===== config.mk =====
export PLATFORM = sky130hd
export DESIGN_NAME = muldiv_unit
export DESIGN_NICKNAME = d
export VERILOG_FILES = /design/src/rtl/muldiv_unit.sv
export SDC_FILE = /design/constraint.sdc
export NUM_CORES = 1
export LEC_CHECK = 0
export BUFFER_PORTS_ARGS = -buffer_cell sky130_fd_sc_hd__buf_2
export CAP_MARGIN = 10
export CORE_MARGIN = 2
export CORE_UTILIZATION = 28
export DETAILED_ROUTE_END_ITERATION = 16
export PLACE_DENSITY_LB_ADDON = 0.25
export SLEW_MARGIN = 20
export SYNTH_ARGS = -nofsm -noshare
export SYNTH_HDL_FRONTEND = slang
export SYNTH_SLANG_ARGS = --single-unit
export TNS_END_PERCENT = 100

===== constraint.sdc =====
create_clock -name clk -period 4.03 [get_ports clk]
set_clock_uncertainty 0.05 [all_clocks]
set_input_delay 1.0075 -clock clk [delete_from_list [all_inputs] [get_ports clk]]
set_output_delay 1.0075 -clock clk [all_outputs]
set_load 0.02 [all_outputs]

===== src/rtl/muldiv_unit.sv =====
// Iterative multiply/divide unit: shift-add multiplier and restoring divider on one
// shared 2*WIDTH-bit accumulator, fixed WIDTH+2 cycle latency per request.
module muldiv_unit #(
    parameter int WIDTH = 32
) (
    input  logic             clk,
    input  logic             rst,
    input  logic             in_valid,
    output logic             in_ready,
    input  logic [2:0]       MDOp,
    input  logic [WIDTH-1:0] in1,
    input  logic [WIDTH-1:0] in2,
    output logic             out_valid,
    input  logic             out_ready,
    output logic [WIDTH-1:0] out,
    output logic             out_err
);
    localparam int CW = $clog2(WIDTH) + 1;
    localparam logic [WIDTH-1:0] ZERO = {WIDTH{1'b0}};
    localparam logic [WIDTH-1:0] ONE  = {{(WIDTH-1){1'b0}}, 1'b1};
    localparam logic [WIDTH-1:0] ONES = {WIDTH{1'b1}};

    typedef enum logic [1:0] {IDLE = 2'd0, CALC = 2'd1, FIX = 2'd2, DONE = 2'd3} state_t;

    state_t               state_r, state_s;
    logic [2:0]           op_r;
    logic [WIDTH-1:0]     opnd_r;
    logic [2*WIDTH-1:0]   acc_r, step_s;
    logic [CW-1:0]        count_r;
    logic                 neg_q_r, neg_r_r;
    logic                 in_ready_r, out_valid_r, out_err_r;
    logic [WIDTH-1:0]     out_r, result_s, mag_a_s, mag_b_s, quot_s, rem_s;
    logic [WIDTH:0]       mul_sum_s, div_trial_s;
    logic                 accept_s, signed_s, div0_s, err_s;

    function automatic logic [WIDTH-1:0] negate(input logic [WIDTH-1:0] x);
        return ~x + ONE;
    endfunction

    function automatic logic [WIDTH-1:0] magnitude(input logic [WIDTH-1:0] x);
        return x[WIDTH-1] ? negate(x) : x;
    endfunction

    assign accept_s    = in_valid && in_ready_r;
    assign signed_s    = (MDOp == 3'd4) || (MDOp == 3'd5);
    assign mag_a_s     = signed_s ? magnitude(in1) : in1;
    assign mag_b_s     = signed_s ? magnitude(in2) : in2;
    // Multiplier bits are consumed from acc_r[0]; the divider shifts the next dividend bit into the remainder.
    assign mul_sum_s   = {1'b0, acc_r[2*WIDTH-1:WIDTH]} + (acc_r[0] ? {1'b0, opnd_r} : {(WIDTH+1){1'b0}});
    assign div_trial_s = acc_r[2*WIDTH-1:WIDTH-1] - {1'b0, opnd_r};
    assign quot_s      = acc_r[WIDTH-1:0];
    assign rem_s       = acc_r[2*WIDTH-1:WIDTH];
    assign div0_s      = (opnd_r == ZERO);

    // State register.
    always_ff @(posedge clk) begin
        if (rst) begin
            state_r <= IDLE;
        end else begin
            state_r <= state_s;
        end
    end

    // Next-state decode.
    always_comb begin
        state_s = state_r;
        case (state_r)
            IDLE:    if (accept_s) state_s = CALC; else state_s = IDLE;
            CALC:    if (count_r == CW'(WIDTH - 1)) state_s = FIX; else state_s = CALC;
            FIX:     state_s = DONE;
            DONE:    if (out_ready) state_s = IDLE; else state_s = DONE;
            default: state_s = IDLE;
        endcase
    end

    // One multiply or divide iteration.
    always_comb begin
        step_s = acc_r;
        if (op_r <= 3'd1) begin
            step_s = {mul_sum_s, acc_r[WIDTH-1:1]};
        end else if (!div_trial_s[WIDTH]) begin
            step_s = {div_trial_s[WIDTH-1:0], acc_r[WIDTH-2:0], 1'b1};
        end else begin
            step_s = {acc_r[2*WIDTH-2:0], 1'b0};
        end
    end

    // Result selection with sign correction; signed overflow falls out of the magnitude path.
    always_comb begin
        result_s = ZERO;
        err_s    = 1'b0;
        case (op_r)
            3'd0:    result_s = quot_s;
            3'd1:    result_s = rem_s;
            3'd2:    if (div0_s) result_s = ONES; else result_s = quot_s;
            3'd3:    result_s = rem_s;
            3'd4:    if (div0_s) result_s = ONES; else if (neg_q_r) result_s = negate(quot_s); else result_s = quot_s;
            3'd5:    if (neg_r_r) result_s = negate(rem_s); else result_s = rem_s;
            default: begin
                result_s = ZERO;
                err_s    = 1'b1;
            end
        endcase
    end

    // Operand capture and iteration datapath.
    always_ff @(posedge clk) begin
        if (rst) begin
            op_r    <= 3'd0;
            opnd_r  <= ZERO;
            acc_r   <= {(2*WIDTH){1'b0}};
            count_r <= {CW{1'b0}};
            neg_q_r <= 1'b0;
            neg_r_r <= 1'b0;
        end else if (state_r == IDLE && accept_s) begin
            op_r    <= MDOp;
            count_r <= {CW{1'b0}};
            neg_q_r <= signed_s && (in1[WIDTH-1] ^ in2[WIDTH-1]);
            neg_r_r <= signed_s && in1[WIDTH-1];
            if (MDOp <= 3'd1) begin
                acc_r  <= {ZERO, in2};
                opnd_r <= in1;
            end else begin
                acc_r  <= {ZERO, mag_a_s};
                opnd_r <= mag_b_s;
            end
        end else if (state_r == CALC) begin
            acc_r   <= step_s;
            count_r <= count_r + CW'(1);
        end
    end

    // Registered handshake and result outputs.
    always_ff @(posedge clk) begin
        if (rst) begin
            in_ready_r  <= 1'b1;
            out_valid_r <= 1'b0;
            out_r       <= ZERO;
            out_err_r   <= 1'b0;
        end else begin
            in_ready_r <= (state_r == IDLE) && (state_s == IDLE);
            if (state_r == FIX) begin
                out_r       <= result_s;
                out_err_r   <= err_s;
                out_valid_r <= 1'b1;
            end else if (state_r == DONE && out_ready) begin
                out_valid_r <= 1'b0;
            end
        end
    end

    assign in_ready  = in_ready_r;
    assign out_valid = out_valid_r;
    assign out       = out_r;
    assign out_err   = out_err_r;
endmodule


==> reports/summary.md <==
The run finished with clean final reports. Walking the worst path, the cells encountered are and2_1, ha_1, inv_1, fa_1, nand2b_1, a21oi_1, nor2_1, o31ai_1, a21oi_1, o31ai_1, buf_4, a31oi_1, o2111ai_1, o211a_1. For this run, the top clock speed supported by timing is 0.274 GHz. The number of primary I/O pins came out at 106.

The Yosys step of the flow raised 0 warnings. The number of hold violations in the final report was 0. TritonCTS built the clock tree.

The largest individual stage delay along the critical path comes from the cell sky130_fd_sc_hd__dfxtp_1. Excluding fillers, the count of instances in the completed layout stands at 2771. At the end of the flow, the number of nets in the layout was 2228. Library cell occupying the most area in the post-synthesis netlist: sky130_fd_sc_hd__dfxtp_1. The signed area change from the synthesized netlist to the final layout was 14.1%; the overall routing resource usage was 0.225. The initial antenna violation count was 1. Class of the most critical hold timing path: reg2reg. The logs give 0.45 ns for the clock latency on the worst-skew pair and 0 for the post-CTS setup repair buffer count. The final setup violation count was 0. The standard-cell row count came out at 82. The share of the clock period used by the worst path after layout is 0.905, and the area of the mapped netlist is 14100 sq um.

In this run the number of H-tree levels came out at 4. The worst hold path cell count works out to 2. The post-detailed-route wirelength per cell is 21.5 um. Type of the worst setup path: reg2reg. The global routing's busiest layer is met2.

The maximum buffer depth of the clock tree is 2, and the async set-reset flop share out of synthesis is 0. The power per standard cell area was 339 nW/um^2. Number of global-route vias before repair: 15100. The filler cells instantiated in the layout total 5545.

After synthesis, the netlist uses 88 different library cells. The tools report the signal arrival time at the worst endpoint as 4.00 ns. The first global-routing pass estimated 92000 um of wire.

For the max-cap check violation count, the log shows 0. In this run, synthesis inferred 0 flip-flops with an integrated enable. Most common cell in the synthesized netlist: sky130_fd_sc_hd__nand2_1. Hold repair after CTS inserted 0 buffers. STA classifies the critical path endpoint as a flip-flop. The detail route stage leaves a number of antenna-violating nets equal to 0. The area fraction of the dominant cell type after synthesis works out to 0.205. The top flip-flop cell by instance count after synthesis was sky130_fd_sc_hd__dfxtp_1. The congestion estimate from routability-driven global placement came to 1.00.

The average instance area after synthesis is 6.89 sq um, and the sequential standard cell area is 2880 sq um. The sequential share of the synthesized area was 0.205; the number of buffers added by the clock tree synthesis step was 17. The final cell area excluding filler cells is 16100 sq um. CTS placed an instance of sky130_fd_sc_hd__clkbuf_16 at the clock tree root.

In this run, synthesis produced a sequential element count of 144. For the count of antenna diodes in the layout, the log shows 0. Setup repair after global routing left no endpoint under its margin.

Entering global routing, the biggest net connects 85 pins. The via density per instance was 5.68. Counting cells, the worst reg-to-reg path comes to 14. For this run, the detailed router's first-pass iteration total came to 7.

The global routing met1 resource utilization is 0.316, and the die outline area is 52100 sq um. The required time of the critical path was 4.38 ns; the count of pins over their slew limit was 0. Met3 usage: 0.0274. The number of buffer cells added on primary ports is 105. Slew of the pin with the lowest slew margin: 1.09 ns. For this run, the slowest stage of the critical path takes 0.45 ns.

The tools report the met2 track demand over resource as 0.343. The fraction of final layout cells sized beyond drive strength 1 came out at 0.119. The die boundary height works out to 228 um. The worst max-slew margin expressed relative to the limit is 0.274, and the leftover overflow at the end of global routing is 0. Ranked by instance count, the synthesized netlist is headed by sky130_fd_sc_hd__nand2_1, sky130_fd_sc_hd__a21oi_1, sky130_fd_sc_hd__nor2_1, sky130_fd_sc_hd__dfxtp_1, sky130_fd_sc_hd__clkbuf_1. The wire-length estimate of the detail-placed layout is 46100 um. For this block, the initial DRC count from the detailed router was 1490. The number of clock sinks came out at 144.

In the final timing run, aggregate negative setup slack is 0 ns. The worst setup path is launched from a flip-flop. The final design utilization was 0.322; the worst vdd rail ir drop was 0.320 mV. The number of gates resized after CTS was 0. The final wirelength came out at 59500 um. The footprint of the multi-input gates was 10400 sq um; the horizontal extent of the die was 228 um. The final critical delay including setup and external delays is 3.65 ns. The final route contains 15700 vias.

When the netlist entered floorplanning its net count stood at 2185. The tools report the count of mapped cells out of synthesis as 2043. The logs give 0.282 for the effective utilization at floorplan and 2739 for the total placed cells including tap cells. Of all nets on the critical path, the largest fanout is 7. The run gives 49900 sq um as the core footprint. By area the synthesized netlist is led by sky130_fd_sc_hd__dfxtp_1, sky130_fd_sc_hd__a21oi_1, sky130_fd_sc_hd__nand2_1. For the remaining design rule violation count, the log shows 0.

The cell leakage power came out at 6.30 nW. The clock edge transition at the registers on the reported setup and hold paths works out to 0.07 ns. The run gives 15400 sq um as the post-detailed-placement cell area.
## critical path, delay by kind of cell (launching register included)
family | cells | cell delay (ns)
AO/OA/AOI/OAI | 7 | 1.80
adder cells (fa/ha/maj) | 2 | 0.55
AND/OR/NAND/NOR | 3 | 0.53
flip-flops | 1 | 0.45
buffers and inverters | 2 | 0.23
## logic make-up (layout without fill, tap and decap cells)
family                     after synthesis  after routing  synth area share
buffers and inverters                  216            272            0.0590
and+or+nand+nor                        721            721             0.237
muxes                                   31             31            0.0221
adders and majority gates               71             71            0.0641
xor gates and xnor gates               132            132            0.0821
DFF                                    144            144             0.205
AOI/OAI and AO/OA                      728            728             0.331
## final cells by class
type / count / area share
sequential: 144 / 0.179
multi-input combinational: 1683 / 0.648
clock inverter: 15 / 0.0122
clock buffer: 17 / 0.0265
inverter: 67 / 0.0157
tap: 672 / 0.0523
timing repair buffer: 173 / 0.0662
## flip-flops by register name, indices dropped and copies added (netlist names), 2 cells and up
signal	flops
op_r	3
out	32
state_r	2
acc_r	64
count_r	6
opnd_r	32
## power by group
| group | leakage (nW) | internal (mW) | switching [mW] |
|---|---|---|---|
| registers | 1.17 | 1.51 | 0.185 |
| clock network | 0.301 | 0.995 | 0.754 |
| logic | 4.83 | 0.726 | 1.28 |
## per-stage QoR
stage | hold WS [ns] | worst slack (ns) | power (mW)
after floorplan | 0.404 | 0.848 | 3.02
after global placement | 0.389 | 0.502 | 3.67
after detailed placement | 0.396 | 0.428 | 3.69
after CTS | 0.405 | 0.407 | 5.44
after global routing | 0.417 | 0.127 | 5.74
final | 0.402 | 0.384 | 5.45
## cell usage in the layout (no fill, tap or decap), drive strengths merged, types with 7 or more instances in the layout
master	count
inv	72
nand4	16
o31ai	31
xor2	57
or4	11
buf	173
o21bai	7
nand2b	21
o21ai	148
and2	10
or3	28
nor2b	15
ha	69
nor3	50
clkbuf	17
o21a	10
a21o	34
a221oi	8
a21oi	247
a211oi	47
o221ai	15
o311ai	7
nand3	54
dfxtp	144
o211ai	64
nand2	249
a22oi	21
or2	10
xnor2	75
a311oi	12
o41ai	9
nor4	21
mux2i	30
nor2	211
and3	9
a31oi	20
## final timing paths
kind             from   endpoint  slack [ns]
min           out[31]    out[31]        0.40
min reg2reg   out[31]    out[31]        0.40
max reg2reg  acc_r[0]  acc_r[63]        0.38
max          acc_r[0]  acc_r[63]        0.38
## layer usage
| metal | part of all wire | wire length (um) |
|---|---|---|
| met3 | 0.056 | 3320 |
| met1 | 0.47 | 27700 |
| met5 | 0.00022 | 13 |
| met2 | 0.43 | 25700 |
| met4 | 0.045 | 2700 |
Power figures use the tool's default switching activity.
